`config.mk`:
```
export PLATFORM = sky130hd
export DESIGN_NAME = cmd_parser_flat
export DESIGN_NICKNAME = d
export VERILOG_FILES = /design/src/rtl/cmd_parser_pkg.sv /design/src/rtl/cmd_parser_if.sv /design/src/rtl/cmd_parser_tmo.sv /design/src/rtl/cmd_parser.sv /design/src/flat_wrapper.sv
export SDC_FILE = /design/constraint.sdc
export NUM_CORES = 1
export LEC_CHECK = 0
export ABC_AREA = 1
export BUFFER_PORTS_ARGS = -buffer_cell sky130_fd_sc_hd__buf_2
export CAP_MARGIN = 10
export CORE_MARGIN = 5
export CORE_UTILIZATION = 30
export DETAILED_ROUTE_END_ITERATION = 6
export GPL_TIMING_DRIVEN = 0
export HOLD_SLACK_MARGIN = 0.1
export PLACE_DENSITY = 0.5
export SYNTH_ARGS = -nofsm -noshare
export SYNTH_HDL_FRONTEND = slang
export SYNTH_SLANG_ARGS = --single-unit
```
`constraint.sdc`:
```
create_clock -name clk_i -period 1.7 [get_ports clk_i]
set_input_delay 0.085 -clock clk_i [delete_from_list [all_inputs] [get_ports clk_i]]
set_output_delay 0.085 -clock clk_i [all_outputs]
set_load 0.005 [all_outputs]
```
`src/rtl/cmd_parser_pkg.sv`:
```
// cmd_parser_pkg: shared types and constants for the SUMP/OLS command parser.
package cmd_parser_pkg;

  // Parser FSM: IDLE waits for an opcode, ARGS collects the argument bytes.
  typedef enum logic {
    IDLE = 1'b0,
    ARGS = 1'b1
  } cmd_parser_state_t;

  // Opcode bit that marks a long (five-byte) command.
  localparam int CMD_LONG_BIT  = 7;
  // Number of argument bytes that follow a long opcode.
  localparam int CMD_ARG_BYTES = 4;

  // True when the byte opens a long command.
  function automatic logic is_long(input logic [7:0] b);
    return b[CMD_LONG_BIT];
  endfunction

endpackage

```
`src/rtl/cmd_parser_if.sv`:
```
// cmd_parser_if: byte input and command output bundle of the command parser.
// The slave modport is the parser; the master modport is the byte source
// together with the command consumer.
interface cmd_parser_if;
  logic [7:0]  rx_dat_i;
  logic        rx_stb_i;
  logic        stb_o;
  logic [7:0]  opc_o;
  logic [31:0] cmd_o;
  logic        busy_o;
  logic        tmo_o;

  modport slave (
    input  rx_dat_i,
    input  rx_stb_i,
    output stb_o,
    output opc_o,
    output cmd_o,
    output busy_o,
    output tmo_o
  );

  modport master (
    output rx_dat_i,
    output rx_stb_i,
    input  stb_o,
    input  opc_o,
    input  cmd_o,
    input  busy_o,
    input  tmo_o
  );
endinterface

```
`src/rtl/cmd_parser_tmo.sv`:
```
// cmd_tmo: idle counter that aborts a stalled long command.
// Only compiled and used when CMD_PARSER_TIMEOUT_EN is defined.
`ifdef CMD_PARSER_TIMEOUT_EN
module cmd_tmo #(
  parameter int TMO_CYCLES = 1_000_000
) (
  input  logic clk_i,
  input  logic rst_i,
  input  logic clr_i,
  input  logic en_i,
  output logic exp_o
);
  localparam int CW = (TMO_CYCLES > 1) ? $clog2(TMO_CYCLES) : 1;
  localparam logic [CW-1:0] CNT_LAST = CW'(TMO_CYCLES - 1);

  logic [CW-1:0] cnt_q;
  logic [CW-1:0] cnt_d;

  // Next count: clear on any accepted byte, count idle cycles while enabled.
  always_comb begin
    cnt_d = cnt_q;
    if (clr_i) begin
      cnt_d = '0;
    end else if (en_i) begin
      cnt_d = cnt_q + CW'(1);
    end else begin
      cnt_d = cnt_q;
    end
  end

  // Counter register with synchronous reset.
  always_ff @(posedge clk_i) begin
    if (rst_i) begin
      cnt_q <= '0;
    end else begin
      cnt_q <= cnt_d;
    end
  end

  // Expiry is only meaningful in an idle cycle; a byte in that cycle wins.
  assign exp_o = en_i && !clr_i && (cnt_q == CNT_LAST);
endmodule
`endif

```
`src/rtl/cmd_parser.sv`:
```
// cmd_parser: assembles SUMP/OLS bytes into one-cycle command strobes.
// Short commands (bit 7 clear) complete immediately; long commands take four
// LSB-first argument bytes. Optional stall timeout: CMD_PARSER_TIMEOUT_EN.
module cmd_parser
  import cmd_parser_pkg::*;
#(
  parameter int TMO_CYCLES = 1_000_000
) (
  input  logic          clk_i,
  input  logic          rst_i,
  cmd_parser_if.slave   bus
);
  cmd_parser_state_t state_q;
  logic [7:0]        pend_q;
  logic [1:0]        cnt_q;
  logic [31:0]       arg_q;
  logic [31:0]       arg_d;
  logic              stb_q;
  logic              busy_q;
  logic              tmo_q;
  logic [7:0]        opc_q;
  logic [31:0]       cmd_q;
  logic              tmo_exp_s;

`ifdef CMD_PARSER_TIMEOUT_EN
  cmd_tmo #(
    .TMO_CYCLES (TMO_CYCLES)
  ) u_tmo (
    .clk_i (clk_i),
    .rst_i (rst_i),
    .clr_i (bus.rx_stb_i),
    .en_i  (state_q == ARGS),
    .exp_o (tmo_exp_s)
  );
`else
  assign tmo_exp_s = 1'b0;
`endif

  // Argument with the incoming byte merged into its slot (byte n -> bits 8n+7:8n).
  always_comb begin
    arg_d = arg_q;
    arg_d[{cnt_q, 3'b000} +: 8] = bus.rx_dat_i;
  end

  // Parser FSM with registered command outputs.
  always_ff @(posedge clk_i) begin
    if (rst_i) begin
      state_q <= IDLE;
      pend_q  <= 8'h00;
      cnt_q   <= 2'd0;
      arg_q   <= 32'h0;
      stb_q   <= 1'b0;
      busy_q  <= 1'b0;
      tmo_q   <= 1'b0;
      opc_q   <= 8'h00;
      cmd_q   <= 32'h0;
    end else begin
      stb_q <= 1'b0;
      tmo_q <= 1'b0;
      case (state_q)
        IDLE: begin
          if (bus.rx_stb_i) begin
            if (is_long(bus.rx_dat_i)) begin
              pend_q  <= bus.rx_dat_i;
              cnt_q   <= 2'd0;
              state_q <= ARGS;
              busy_q  <= 1'b1;
            end else begin
              opc_q <= bus.rx_dat_i;
              cmd_q <= 32'h0;
              stb_q <= 1'b1;
            end
          end
        end
        ARGS: begin
          if (bus.rx_stb_i) begin
            // Every byte here is data, whatever its top bit.
            arg_q <= arg_d;
            cnt_q <= cnt_q + 2'd1;
            if (cnt_q == 2'(CMD_ARG_BYTES - 1)) begin
              opc_q   <= pend_q;
              cmd_q   <= arg_d;
              stb_q   <= 1'b1;
              state_q <= IDLE;
              busy_q  <= 1'b0;
            end
          end else if (tmo_exp_s) begin
            // Stalled long command: drop it, keep last completed command.
            state_q <= IDLE;
            busy_q  <= 1'b0;
            tmo_q   <= 1'b1;
          end
        end
        default: begin
          state_q <= IDLE;
          busy_q  <= 1'b0;
        end
      endcase
    end
  end

  assign bus.stb_o  = stb_q;
  assign bus.opc_o  = opc_q;
  assign bus.cmd_o  = cmd_q;
  assign bus.busy_o = busy_q;
  assign bus.tmo_o  = tmo_q;
endmodule
```
`src/flat_wrapper.sv`:
```
// flat-port wrapper written by rule: the top's interface ports become plain ports
module cmd_parser_flat import cmd_parser_pkg::*;
#(
  parameter int TMO_CYCLES = 1_000_000
)
  (clk_i, rst_i, bus_rx_dat_i, bus_rx_stb_i, bus_stb_o, bus_opc_o, bus_cmd_o, bus_busy_o, bus_tmo_o);
  cmd_parser_if bus_i ();
  input  logic clk_i;
  input  logic rst_i;
  input wire logic [$bits(bus_i.rx_dat_i)-1:0] bus_rx_dat_i;
  input wire logic [$bits(bus_i.rx_stb_i)-1:0] bus_rx_stb_i;
  output wire logic [$bits(bus_i.stb_o)-1:0] bus_stb_o;
  output wire logic [$bits(bus_i.opc_o)-1:0] bus_opc_o;
  output wire logic [$bits(bus_i.cmd_o)-1:0] bus_cmd_o;
  output wire logic [$bits(bus_i.busy_o)-1:0] bus_busy_o;
  output wire logic [$bits(bus_i.tmo_o)-1:0] bus_tmo_o;
  assign bus_i.rx_dat_i = bus_rx_dat_i;
  assign bus_i.rx_stb_i = bus_rx_stb_i;
  assign bus_stb_o = bus_i.stb_o;
  assign bus_opc_o = bus_i.opc_o;
  assign bus_cmd_o = bus_i.cmd_o;
  assign bus_busy_o = bus_i.busy_o;
  assign bus_tmo_o = bus_i.tmo_o;
  cmd_parser #(.TMO_CYCLES(TMO_CYCLES)) u_core (.clk_i(clk_i), .rst_i(rst_i), .bus(bus_i));
endmodule
```
# After elaboration in Yosys (flattened, before gate mapping)
# Cells that the tools add are included.
dict set report op_classes {
  addsub 2
  eq_ne 6
  shift 2
  muxes 30
  n_bitwise 1
  reduce_logical 5
}
# operator count
set op_table {}
lappend op_table {{two-way mux 32 bit} 4}
lappend op_table {{case mux 32 bit (2 select lines)} 1}
lappend op_table {{bitwise mux 32 bit} 1}
lappend op_table {{two-way mux 8 bit} 4}
lappend op_table {{variable shift 8 x 7 -> 32 bit, first input constant} 1}
lappend op_table {{indexed part select 8 x 7 -> 32 bit} 1}
lappend op_table {{case mux 8 bit (2 select lines)} 1}
lappend op_table {{two-way mux 1 bit} 12}
lappend op_table {{!= test 2 bit, second input constant} 5}
lappend op_table {{AND reduction 4 bit} 2}
lappend op_table {{negator 5 -> 7 bit} 1}
lappend op_table {{two-way mux 2 bit} 3}
lappend op_table {{case mux 1 bit (2 select lines)} 3}
lappend op_table {{AND reduction 3 bit} 2}
lappend op_table {{case mux 2 bit (2 select lines)} 1}
lappend op_table {{adder 2 x 1 -> 2 bit, second input constant} 1}
lappend op_table {{== test 2 bit, second input constant} 1}
lappend op_table {{AND reduction 2 bit} 1}
lappend op_table {{inverter 1 bit} 1}
dict set report word_totals {
  reg_bits 85
  word_cells 54
}

# Longest topological paths before layout
# Gate-level depths: netlist (run 1).
dict set report logic_depth {
  depth_word 6
  mapped_depth 11
}

# Worst setup path after synthesis (run 1)
# OpenSTA, ideal clock, no wires.
dict set report synth_timing {
  path_kind {reg2reg}
  startpoint {register u_core.cnt_q[0]}
  endpoint {register u_core.cmd_q[25] (netlist: u_core.bus.cmd_o[25])}
  arrival_ns 1.636
  required_ns 1.630
  path_slack_ns -0.007
  path_stages_with_launch 9
  path_buffers 1
  synth_period_minus_slack_ns 1.707
  cell_sequence {dfxtp_1 > buf_4 > inv_1 > ha_1 > inv_2 > nand3_1 > o21ai_0 > nand3_1 > a21oi_2}
}
dict set report synth_via {
  elab_chain_cells 6
  word_cells_on_any_way 10
}
# item line_no
set synth_rtl {}
lappend synth_rtl {{start, declared} cmd_parser.sv:15} ;# logic [1:0] cnt_q;
lappend synth_rtl {{start signal, assigned} cmd_parser.sv:79} ;# cnt_q <= cnt_q + 2'd1;
lappend synth_rtl {{negator 5 -> 7 bit} cmd_parser.sv:42} ;# arg_d[{cnt_q, 3'b000} +: 8] = bus.rx_dat_i;
lappend synth_rtl {{indexed part select 8 x 7 -> 32 bit or variable shift 8 x 7 -> 32 bit (tied branches)} cmd_parser.sv:42}
lappend synth_rtl {{bitwise mux 32 bit} cmd_parser.sv:42}
lappend synth_rtl {{two-way mux 32 bit} cmd_parser.sv:80} ;# if (cnt_q == 2'(CMD_ARG_BYTES - 1)) begin
lappend synth_rtl {{two-way mux 32 bit} cmd_parser.sv:76} ;# if (bus.rx_stb_i) begin
lappend synth_rtl {{case mux 32 bit (2 select lines)} cmd_parser.sv:60} ;# case (state_q)
lappend synth_rtl {{end signal, assigned} cmd_parser.sv:82} ;# cmd_q <= arg_d;
lappend synth_rtl {{end, declared} cmd_parser.sv:22} ;# logic [31:0] cmd_q;
# Several ways; a longest one is shown, not always the timed one. The select of a mux whose other input is x is not followed.
# A chain may end at the register's enable or synchronous reset.

# Final worst setup path (run 1)
dict set report layout_timing {
  startpoint {register u_core.cnt_q[0]}
  endpoint {register u_core.cmd_q[10] (netlist: u_core.bus.cmd_o[10])}
}
# The elaborated chain is that of the path after synthesis.

==> results of run 1 <==
[Yosys cell counts]
master    number  share of area
conb_1         1        0.00097
buf_1          2         0.0020
dfxtp_1       85           0.44
clkbuf_1      11          0.011
a211oi_1       6          0.012
o21ai_4        1         0.0042
a21oi_2       10          0.023
buf_8          1         0.0039
buf_6          6          0.018
nand2_1      179           0.17
nor2_1        41          0.040
nor2_4         4          0.012
nand3_2        1         0.0026
nand3_1       43          0.056
a21oi_1       58          0.075
o21ai_0       21          0.027
a211oi_2       1         0.0033
inv_1         14          0.014
nor2_8         1         0.0052
nand2_2        5         0.0081
nor3_1         2         0.0026
buf_4         10          0.020
clkinv_1       2         0.0020
o21ai_1        6         0.0078
buf_2          3         0.0039
nand2_4        2         0.0059
inv_6          1         0.0023
ha_1           5          0.016
inv_2          6         0.0059
[state kept, by name, indices dropped and copies added, names as in the netlist]
signal             flops
u_core.arg_q          32
u_core.bus.cmd_o      32
u_core.bus.opc_o       8
u_core.pend_q          8
u_core.cnt_q           2
u_core.bus.busy_o      1
u_core.bus.stb_o       1
u_core.state_q         1
[power by group through the flow]
stage | registers (W) | clock network [W] | logic [W]
finish | 0.00205 | 0.00185 | 0.000539
global route | 0.00206 | 0.00198 | 0.000591
CTS | 0.00205 | 0.00190 | 0.000485
detailed placement | 0.00210 | 0 | 0.000453
global placement | 0.00209 | 0 | 0.000451
floorplan | 0.00210 | 0 | 0.000301
[timing repair]
item,in CTS,in global routing
gates resized for setup,23,65
pin swaps,3,16
setup endpoints to repair,56,54
endpoints found under the hold margin,7,0
hold buffers,7,0
buffers inserted,4,9
gates cloned,0,0
[final timing paths]
path | from | endpoint | slack (ps)
setup reg to reg | u_core.cnt_q[0]$_SDFFE_PP0P_ | u_core.bus.cmd_o[10]$_SDFFE_PP0P_ | -4
hold reg to reg | u_core.bus.cmd_o[15]$_SDFFE_PP0P_ | u_core.bus.cmd_o[15]$_SDFFE_PP0P_ | 460
setup / recovery | u_core.cnt_q[0]$_SDFFE_PP0P_ | u_core.bus.cmd_o[10]$_SDFFE_PP0P_ | -4
hold / removal | bus_rx_stb_i | u_core.state_q$_SDFF_PP0_ | 130
[through the flow]
step           TNS [ps]  utilization  area, um^2  worst slack [ps]  hold slack [ps]
6_report          -4.17        0.402        5070             -3.79              126
5_1_grt           -1420        0.402        5070             -80.7              128
4_1_cts               0        0.378        4770              2.24              108
3_5_place_dp      -8220        0.342        4320              -304              435
3_3_place_gp      -7990        0.342        4320              -288              421
2_1_floorplan         0            -        3850              70.3              258
[tightest hold or removal path: stages]
cell	delay, ps
buf_2	140
a21oi_1	150
nor3_1	50
[kinds of logic (layout without fill, tap and decap cells)]
group / after synthesis / count (layout) / synth area share
AO/OA/AOI/OAI: 103 / 103 / 0.153
adder cells (fa/ha/maj): 5 / 5 / 0.0163
buffers and inverters: 56 / 143 / 0.0813
flip-flops: 85 / 85 / 0.442
other: 1 / 1 / 0.000975
AND/OR/NAND/NOR: 278 / 278 / 0.307
[layout make-up]
type                       count  area, um^2
buffer                        33         233
tap                          172         215
sequential                    85        1710
clock buffer                  12         256
clock inverter                 4        22.5
multi-input combinational    387        2110
inverter                      23         106
timing repair buffer          71         423
fill                        1356        7550
[layer usage]
layer,share of wire,wire (um),vias to the layer above,track usage
met1,0.48,5620,1697,0.214
met4,0.019,221,0,0.0623
met5,0,0,-,0
met3,0.046,534,17,0.0361
li1,-,-,1870,-
met2,0.45,5280,76,0.249
==> summary.txt, run 1 <==
Synth
  • Sequential area share after synthesis: 0.442
  • Synth cell types: 29
  • Ys Warns: 0
  • Mapped Nets: 544
  • Post-Syn Area: 0.00385 mm^2
  • Syn avg cell area: 7.29 um^2
  • #FFs+latches synth: 85
  • Gate Count Post-Synth: 528

Final layout
  • Synth-to-Final Area Change: 31.8%
  • Most common cell after layout, fill and taps aside: nand2_1
  • Layout cell share with drive strength beyond 1: 0.327
  • Final Non-Filler Cells: 787
  • ANT cells: 0
  • Final net count: 626
  • Commonest cells after routing, fill and taps aside: nand2_1, dfxtp_1, buf_2, a21oi_1, nor2_1

CTS
  • CTS tree: done
  • Latest clock arrival within the worst-skew pair: 350 ps
  • Cts bufs inserted: 9
  • Clock sink count: 85
  • Root Buffer: clkbuf_16
  • H-tree levels: 3
  • Clock-pin slew on the worst setup and hold paths: 60 ps
  • Max Buffers Root-to-Sink: 2

Timing
  • Slew Viols, Final: 0
  • Top achievable clock speed: 587 MHz
  • Finish-stage setup viols: 2
  • Worst-margin pin slew: 741 ps
  • Hold Fails Final Rpt: 0
  • RSZ-0062 raised after global routing: yes
  • Final worst slack: -3.79 ps
  • Max-slew headroom: 0.506
  • Period utilization: 1.00
  • Final min period: 1700 ps
  • Worst Skew: 5.62 ps

Outcome
  • Status: finished, violations left
  • Failing checks: negative setup slack

Floorplan
  • Initial Util: 0.305
  • Num rows: 41
  • Core area: 0.0126 mm^2
  • Die X: 123 um
  • I/O pin cnt: 54
  • Die H: 123 um
  • Die area: 0.0152 mm^2

Power and ir drop
  • Peak VDD IR: 0.528 mV
  • Clock power frac: 0.417
  • Seq pwr share: 0.462
  • Comb pwr share: 0.121
  • Leakage: 1.97 nW
  • NetSw: 0.00116 W
  • Pwr dens: 876 mW/mm^2
  • Int Pwr: 0.00328 W
  • Sw Ratio: 0.262
  • Tot Pwr: 0.00445 W

Critical path
  • Worst EP required: 1980 ps
  • Worst-path cell with the longest stage delay: dfxtp_4
  • Setup Crit Path Kind: reg2reg
  • CP Max Fanout: 6
  • FF-to-FF path depth: 8
  • Crit-path cells: buf_6, clkinvlp_4, ha_4, buf_4, nand3_4, o21ai_4, nand3_2, a21oi_2
  • Crit path largest cell delay: 360 ps
  • CP endpoint kind: register
  • CP arrival: 1990 ps
  • Startpoint Class: register
  • CP bufs+invs: 3
  • Top delay family on crit path: flip-flops
  • WP depth: 8

Routing
  • Routed vias/inst: 4.65
  • Final WL: 11700 um
  • Via count: 3660
  • Antenna-violating nets left: 0
  • Wire per inst: 14.8 um
  • # DRC: 0
  • DRT iter0 DRCs: 185
  • TritonRoute pass-1 iters: 4

Place
  • Port buffer count: 51
  • GP Congestion: 0.872
  • Post-DP HPWL: 8450 um
  • Placed Cells: 751

Flow run
  • Max cap viols: 0

Hold path
  • HP Class: in2reg
  • WHS Path Cells: 3

Global routing
  • Gr usage total: 0.160
  • First-pass GRT wire length: 18300 um
  • GRT overflow: 0
  • Largest net degree at the start of global routing: 14
  • Vias in the first global route: 3545
  • Initial antenna violation count: 0
Power figures use the tool's default switching activity.
==> inputs of run 2 (changes only) <==
--- a/config.mk
+++ b/config.mk
@@ -16,4 +16,5 @@
 export PLACE_DENSITY = 0.5
 export SYNTH_ARGS = -nofsm -noshare
 export SYNTH_HDL_FRONTEND = slang
+export SYNTH_HIERARCHICAL = 1
 export SYNTH_SLANG_ARGS = --single-unit
==> constraint.sdc (replaced) <==
create_clock -name clk_i -period 1.7 [get_ports clk_i]
set_input_delay 0.255 -clock clk_i [delete_from_list [all_inputs] [get_ports clk_i]]
set_output_delay 0.255 -clock clk_i [all_outputs]
set_load 0.005 [all_outputs]
==> summary.txt, run 2 <==
Synth
  • Most numerous cell in the Yosys netlist: nand2_1 (unchanged)
  • Ys Warns: 6 (was 0)
  • Synth cell count leaders: nand2_1, dfxtp_1, a21oi_1 (unchanged)
  • Top cell type's share of synthesized area: 0.452 (was 0.442)
  • #FFs+latches synth: 85 (unchanged)
  • Syn avg cell area: 7.01 um^2 (was 7.29 um^2)
  • Sequential area share after synthesis: 0.452 (was 0.442)
  • Synth cell types: 23 (was 29)
  • Post-synth ARST share: 0 (unchanged)
  • Post-synth EDFFs: 0 (unchanged)
  • Top_reg_cell synth: dfxtp_1 (unchanged)
  • Ranking of synthesized cells by area: dfxtp_1, nand2_1, a21oi_1, nand3_1, inv_1 (was dfxtp_1, nand2_1, a21oi_1, nand3_1, nor2_1)
  • Mapped Nets: 553 (was 544)
  • Leading area contributor after synthesis: dfxtp_1 (unchanged)
  • Gate Count Post-Synth: 537 (was 528)
  • Post-Syn Area: 0.00376 mm^2 (was 0.00385 mm^2)

Timing
  • Worst Skew: 8.49 ps (was 5.62 ps)
  • Hold Fails Final Rpt: 0 (unchanged)
  • Worst-margin pin slew: 657 ps (was 741 ps)
  • Finish-stage setup viols: 9 (was 2)
  • Top achievable clock speed: 574 MHz (was 587 MHz)
  • Slew Viols, Final: 0 (unchanged)
  • Period utilization: 1.02 (was 1.00)
  • Final worst slack: -42.2 ps (was -3.79 ps)
  • Max-slew headroom: 0.562 (was 0.506)
  • RSZ-0062 raised after global routing: yes (unchanged)
  • Worst hold margin: 238 ps (was 126 ps)
  • Final min period: 1740 ps (was 1700 ps)

Power and ir drop
  • Leakage: 1.93 nW (was 1.97 nW)
  • Peak VDD IR: 0.392 mV (was 0.528 mV)
  • Pwr dens: 888 mW/mm^2 (was 876 mW/mm^2)

Critical path
  • CP endpoint kind: register (unchanged)
  • Worst EP required: 1970 ps (was 1980 ps)
  • Reg2Reg Setup Slack: -40 ps (was -4 ps)
  • FF-to-FF path depth: 9 (was 8)
  • Worst R2R Start: u_core/cnt_q[0]$_SDFFE_PP0P_ (was u_core.cnt_q[0]$_SDFFE_PP0P_)
  • Reg2reg end: u_core/bus.cmd_o[22]$_SDFFE_PP0P_ (was u_core.bus.cmd_o[10]$_SDFFE_PP0P_)
  • CP Max Fanout: 8 (was 6)
  • Startpoint Class: register (unchanged)
  • CP arrival: 2010 ps (was 1990 ps)
  • Setup Crit Path Kind: reg2reg (unchanged)

CTS
  • Root Buffer: clkbuf_16 (unchanged)
  • Max Buffers Root-to-Sink: 2 (unchanged)
  • Cts bufs inserted: 9 (unchanged)
  • Clock sink count: 85 (unchanged)
  • Hold-fix buffers, CTS: 0 (was 7)
  • Latest clock arrival within the worst-skew pair: 340 ps (was 350 ps)
  • H-tree levels: 3 (unchanged)
  • CTS tree: done (unchanged)
  • Clock-pin slew on the worst setup and hold paths: 60 ps (about the same)

Final layout
  • Layout cell share with drive strength beyond 1: 0.285 (was 0.327)
  • Commonest cells after routing, fill and taps aside: nand2_1, dfxtp_1, a21oi_1, buf_2, nand3_1 (was nand2_1, dfxtp_1, buf_2, a21oi_1, nor2_1)
  • Synth-to-Final Area Change: 28.4% (was 31.8%)
  • Most common cell after layout, fill and taps aside: nand2_1 (unchanged)
  • ANT cells: 0 (unchanged)
  • Final net count: 622 (was 626)
  • Design Area, Final: 0.00483 mm^2 (was 0.00507 mm^2)

Routing
  • Wire per inst: 14.0 um (was 14.8 um)
  • TritonRoute pass-1 iters: 4 (unchanged)
  • Via count: 3627 (was 3660)
  • Routed vias/inst: 4.64 (was 4.65)
  • # DRC: 0 (unchanged)
  • Antenna-violating nets left: 0 (unchanged)
  • DRT iter0 DRCs: 223 (was 185)
  • Final WL: 11000 um (was 11700 um)

Outcome
  • Status: finished, violations left (unchanged)
  • Failing checks: negative setup slack (unchanged)

Floorplan
  • Die H: 122 um (was 123 um)
  • Die area: 0.0149 mm^2 (was 0.0152 mm^2)
  • I/O pin cnt: 54 (unchanged)
  • Core area: 0.0125 mm^2 (was 0.0126 mm^2)
  • Num rows: 41 (unchanged)
  • Initial Util: 0.302 (was 0.305)
  • Die X: 122 um (was 123 um)

Place
  • Post-DP HPWL: 7840 um (was 8450 um)
  • Post-DP Area: 0.00425 mm^2 (was 0.00432 mm^2)
  • Port buffer count: 51 (unchanged)
  • Pre-CTS WS: -305 ps (was -304 ps)
  • GP Congestion: 0.866 (was 0.872)

Global routing
  • First-pass GRT wire length: 17700 um (was 18300 um)
  • Gr usage total: 0.152 (was 0.160)
  • Met3 Resource Use GR: 0.0316 (was 0.0361)
  • GRT overflow: 0 (unchanged)
  • Vias in the first global route: 3556 (was 3545)
  • Largest net degree at the start of global routing: 14 (unchanged)
  • Met1 usage: 0.194 (was 0.214)
  • GRT busiest layer: met2 (unchanged)
  • Initial antenna violation count: 0 (unchanged)
  • Met2 Resource Use GR: 0.247 (was 0.249)

Hold path
  • WHS Path Cells: 3 (unchanged)
  • HP Class: in2reg (unchanged)
  • Hold_sp: bus_rx_dat_i[5] (was bus_rx_stb_i)
  • Worst Hold Path EP: u_core/pend_q[5]$_SDFFE_PP0P_ (was u_core.state_q$_SDFF_PP0_)

Flow run
  • Max cap viols: 0 (unchanged)
-- run 2: kinds of logic (layout without fill, tap and decap cells) --
kind of cell	count (synthesis)	count (layout)	synth area share
and+or+nand+nor	288	288	0.317
AOI/OAI and AO/OA	95	95	0.130
DFF	85	85	0.452
buffers and inverters	63	136	0.0831
adders and majority gates	5	5	0.0166
other	1	1	0.000996
-- run 2: metal layers --
| metal | vias up | part of all wire |
|---|---|---|
| li1 | 1872 | - |
| met1 | 1676 | 0.46 |
| met2 | 63 | 0.48 |
| met3 | 16 | 0.042 |
| met4 | 0 | 0.020 |
| met5 | - | 0 |
-- run 2: through the flow --
step	util	instances	TNS (ps)	power [W]
finish	0.388	782	-160	0.00429
global route	0.388	782	-2960	0.00449
CTS	0.374	779	-7.78	0.00432
detailed placement	0.341	760	-10630	0.00250
global placement	0.341	760	-9940	0.00249
floorplan	-	537	0	0.00236
-- run 2: worst max-delay path by stage --
stage / start / end / slack [ps] / depth (start not counted)
floorplan: u_core/cnt_q[0]$_SDFFE_PP0P_ / u_core/bus.cmd_o[28]$_SDFFE_PP0P_ / 40 / 12
finish: u_core/cnt_q[0]$_SDFFE_PP0P_ / u_core/bus.cmd_o[22]$_SDFFE_PP0P_ / -40 / 9
CTS: u_core/cnt_q[0]$_SDFFE_PP0P_ / u_core/bus.cmd_o[23]$_SDFFE_PP0P_ / -8 / 9
global route: u_core/cnt_q[0]$_SDFFE_PP0P_ / u_core/bus.cmd_o[22]$_SDFFE_PP0P_ / -150 / 9
global placement: u_core/cnt_q[0]$_SDFFE_PP0P_ / u_core/bus.cmd_o[26]$_SDFFE_PP0P_ / -310 / 10
detailed placement: u_core/cnt_q[0]$_SDFFE_PP0P_ / u_core/bus.cmd_o[26]$_SDFFE_PP0P_ / -300 / 10
-- run 2: layout make-up --
| class | instances | area, um^2 |
|---|---|---|
| Fill cell | 1306 | 7630 |
| Sequential cell | 85 | 1710 |
| Clock inverter | 4 | 25.0 |
| Inverter | 28 | 116 |
| Timing Repair Buffer | 60 | 323 |
| Clock buffer | 11 | 243 |
| Multi-Input combinational cell | 389 | 2010 |
| Tap cell | 172 | 215 |
| Buffer | 33 | 200 |
-- run 2: critical path, cell delays in order, from the launching register on --
cell and delay (ps):
dfxtp_4 350, buf_6 100, clkinvlp_4 140, ha_4 350, inv_4 50, nor2_4 240, nand3_2 140, nand2_2 90
nand3_1 90, a21oi_2 120
-- run 2: where the power goes --
part | internal [W] | total (W) | switching (W)
Clock | 0.00102 | 0.00180 | 0.000780
Sequential | 0.00203 | 0.00205 | 0.0000171
Combinational | 0.000144 | 0.000450 | 0.000306
Total | 0.00319 | 0.00429 | 0.00110
-- run 2: repair_timing --
item,CTS,global route
pin swaps,9,6
setup buffers,6,3
gates resized for setup,40,40
endpoints found under the setup margin,64,61
==> inputs of run 3 (changes only) <==
--- a/config.mk
+++ b/config.mk
@@ -13,7 +13,7 @@
 export DETAILED_ROUTE_END_ITERATION = 6
 export GPL_TIMING_DRIVEN = 0
 export HOLD_SLACK_MARGIN = 0.1
-export PLACE_DENSITY = 0.5
+export MAX_ROUTING_LAYER = met4
 export SYNTH_ARGS = -nofsm -noshare
 export SYNTH_HDL_FRONTEND = slang
 export SYNTH_HIERARCHICAL = 1
==> constraint.sdc (replaced) <==
create_clock -name clk_i -period 1.7 [get_ports clk_i]
set_input_delay 0.085 -clock clk_i [delete_from_list [all_inputs] [get_ports clk_i]]
set_output_delay 0.085 -clock clk_i [all_outputs]
set_load 0.005 [all_outputs]
==> summary.txt, run 3 (synthesis results as in run 2) <==
Hold path
  • Hold_sp: bus_rx_dat_i[2] (was bus_rx_dat_i[5])
  • Worst Hold Path EP: u_core/pend_q[2]$_SDFFE_PP0P_ (was u_core/pend_q[5]$_SDFFE_PP0P_)
  • WHS Path Cells: 3 (unchanged)
  • HP Class: in2reg (unchanged)

CTS
  • Cts bufs inserted: 9 (unchanged)
  • H-tree levels: 3 (unchanged)
  • Root Buffer: clkbuf_16 (unchanged)
  • CTS tree: done (unchanged)
  • Latest clock arrival within the worst-skew pair: 340 ps (about the same)
  • Clock-pin slew on the worst setup and hold paths: 60 ps (about the same)
  • Clock sink count: 85 (unchanged)
  • Max Buffers Root-to-Sink: 2 (unchanged)

Timing
  • Top achievable clock speed: 567 MHz (was 574 MHz)
  • Finish-stage setup viols: 18 (was 9)
  • Max-slew headroom: 0.550 (was 0.562)
  • Slew Viols, Final: 0 (unchanged)
  • Final min period: 1760 ps (was 1740 ps)
  • Hold Fails Final Rpt: 0 (unchanged)
  • Worst-margin pin slew: 675 ps (was 657 ps)
  • RSZ-0062 raised after global routing: yes (unchanged)
  • Period utilization: 1.04 (was 1.02)
  • Final worst slack: -64.1 ps (was -42.2 ps)
  • Final TNS setup: -590 ps (was -160 ps)
  • Worst Skew: 9.42 ps (was 8.49 ps)

Critical path
  • CP endpoint kind: register (unchanged)
  • Worst EP required: 1970 ps (about the same)
  • Reg2reg end: u_core/bus.cmd_o[18]$_SDFFE_PP0P_ (was u_core/bus.cmd_o[22]$_SDFFE_PP0P_)
  • CP arrival: 2040 ps (was 2010 ps)
  • CP Max Fanout: 8 (unchanged)
  • Worst R2R Start: u_core/cnt_q[0]$_SDFFE_PP0P_ (unchanged)
  • Reg2Reg Setup Slack: -60 ps (was -40 ps)
  • Startpoint Class: register (unchanged)
  • Setup Crit Path Kind: reg2reg (unchanged)
  • FF-to-FF path depth: 9 (unchanged)

Power and ir drop
  • Tot Pwr: 0.00455 W (was 0.00429 W)
  • Leakage: 1.98 nW (was 1.93 nW)
  • Pwr dens: 908 mW/mm^2 (was 888 mW/mm^2)
  • Peak VDD IR: 0.526 mV (was 0.392 mV)

Floorplan
  • Core area: 0.0125 mm^2 (unchanged)
  • Die X: 122 um (unchanged)
  • Initial Util: 0.302 (unchanged)
  • I/O pin cnt: 54 (unchanged)
  • Die area: 0.0149 mm^2 (unchanged)
  • Die H: 122 um (unchanged)
  • Num rows: 41 (unchanged)

Routing
  • TritonRoute pass-1 iters: 4 (unchanged)
  • Final WL: 11000 um (about the same)
  • Antenna-violating nets left: 0 (unchanged)
  • Via count: 3757 (was 3627)
  • DRT iter0 DRCs: 200 (was 223)
  • Routed vias/inst: 4.75 (was 4.64)
  • # DRC: 0 (unchanged)
  • Wire per inst: 13.9 um (was 14.0 um)

Final layout
  • Final Non-Filler Cells: 791 (was 782)
  • Filler cell count: 1314 (was 1306)
  • Synth-to-Final Area Change: 33.0% (was 28.4%)
  • Layout cell share with drive strength beyond 1: 0.307 (was 0.285)
  • Final net count: 630 (was 622)
  • Seq. cell area: 0.00171 mm^2 (about the same)
  • Most common cell after layout, fill and taps aside: nand2_1 (unchanged)
  • Multi-input gate area: 0.00206 mm^2 (was 0.00201 mm^2)
  • ANT cells: 0 (unchanged)
  • Commonest cells after routing, fill and taps aside: nand2_1, dfxtp_1, buf_2, a21oi_1, nand3_1 (was nand2_1, dfxtp_1, a21oi_1, buf_2, nand3_1)

Place
  • Port buffer count: 51 (unchanged)
  • Post-DP HPWL: 7770 um (was 7840 um)
  • Placed Cells: 760 (unchanged)
  • GP Congestion: 0.956 (was 0.866)

Global routing
  • First-pass GRT wire length: 17700 um (about the same)
  • Initial antenna violation count: 0 (unchanged)
  • Vias in the first global route: 3675 (was 3556)
  • Largest net degree at the start of global routing: 14 (unchanged)
  • GRT overflow: 0 (unchanged)
  • Gr usage total: 0.154 (was 0.152)

Outcome
  • Failing checks: negative setup slack (unchanged)
  • Status: finished, violations left (unchanged)

Flow run
  • Max cap viols: 0 (unchanged)
run 3: cell types whose count changed in the layout (fill, tap and decap cells not counted), moves of 2 or more:
cell,change
clkbuf_8,+2
a21oi_1,-14
dlygate4sd3_1,+5
a21oi_2,+14
buf_4,+3
clkinv_2,-3
run 3: worst max path at each step:
stage / from / endpoint / cells after the start
after CTS: u_core/cnt_q[0]$_SDFFE_PP0P_ / u_core/bus.cmd_o[27]$_SDFFE_PP0P_ / 12
after detailed placement: u_core/cnt_q[0]$_SDFFE_PP0P_ / u_core/bus.cmd_o[26]$_SDFFE_PP0P_ / 10
after global placement: u_core/cnt_q[0]$_SDFFE_PP0P_ / u_core/bus.cmd_o[26]$_SDFFE_PP0P_ / 10
after floorplan: u_core/cnt_q[0]$_SDFFE_PP0P_ / u_core/bus.cmd_o[28]$_SDFFE_PP0P_ / 12
after global routing: u_core/cnt_q[0]$_SDFFE_PP0P_ / u_core/bus.cmd_o[18]$_SDFFE_PP0P_ / 9
final: u_core/cnt_q[0]$_SDFFE_PP0P_ / u_core/bus.cmd_o[18]$_SDFFE_PP0P_ / 9
run 3: worst max-delay path, cell delays in order (launching register included):
cell,delay [ps]
dfxtp_4,370
buf_6,110
clkinvlp_4,130
ha_4,340
inv_4,50
nor2_4,260
nand3_2,140
nand2_2,100
nand3_2,70
a21oi_2,130
run 3: power breakdown:
| part | leakage [nW] | internal [W] | switching, W |
|---|---|---|---|
| logic | 1.14 | 0.000157 | 0.000311 |
| clock network | 0.152 | 0.00126 | 0.000776 |
| registers | 0.688 | 0.00203 | 0.0000188 |
| total | 1.98 | 0.00344 | 0.00111 |
run 3: routing by layer:
metal	part of all wire	wire length, um	track usage	vias up
met5	0	0	-	-
met4	0.026	284	0.0700	0
met3	0.043	477	0.0260	22
met2	0.47	5220	0.248	86
met1	0.46	5010	0.190	1765
li1	-	-	-	1884
run 3: through the flow:
step	cell area [um^2]	setup WS [ps]	hold WS, ps	utilization
2_1_floorplan	3770	38.2	228	-
3_3_place_gp	4250	-289	396	0.341
3_5_place_dp	4250	-295	409	0.341
4_1_cts	4730	-7.35	106	0.379
5_1_grt	5010	-152	131	0.402
6_report	5010	-64.1	118	0.402
run 3: cell type report:
type | instances | area share
buffer | 33 | 0.0395
clock buffer | 13 | 0.0540
clock inverter | 3 | 0.00850
inverter | 28 | 0.0240
multi-input combinational | 389 | 0.411
sequential | 85 | 0.341
tap | 172 | 0.0430
timing repair buffer | 68 | 0.0790
run 3: repair_timing:
| item | 4_1_cts | 5_1_grt |
|---|---|---|
| gates resized for setup | 25 | 68 |
| endpoints found under the setup margin | 64 | 71 |
| hold buffers | 5 | 0 |
| pin swaps | 1 | 19 |
| setup buffers | 6 | 6 |
| endpoints found under the hold margin | 5 | 0 |
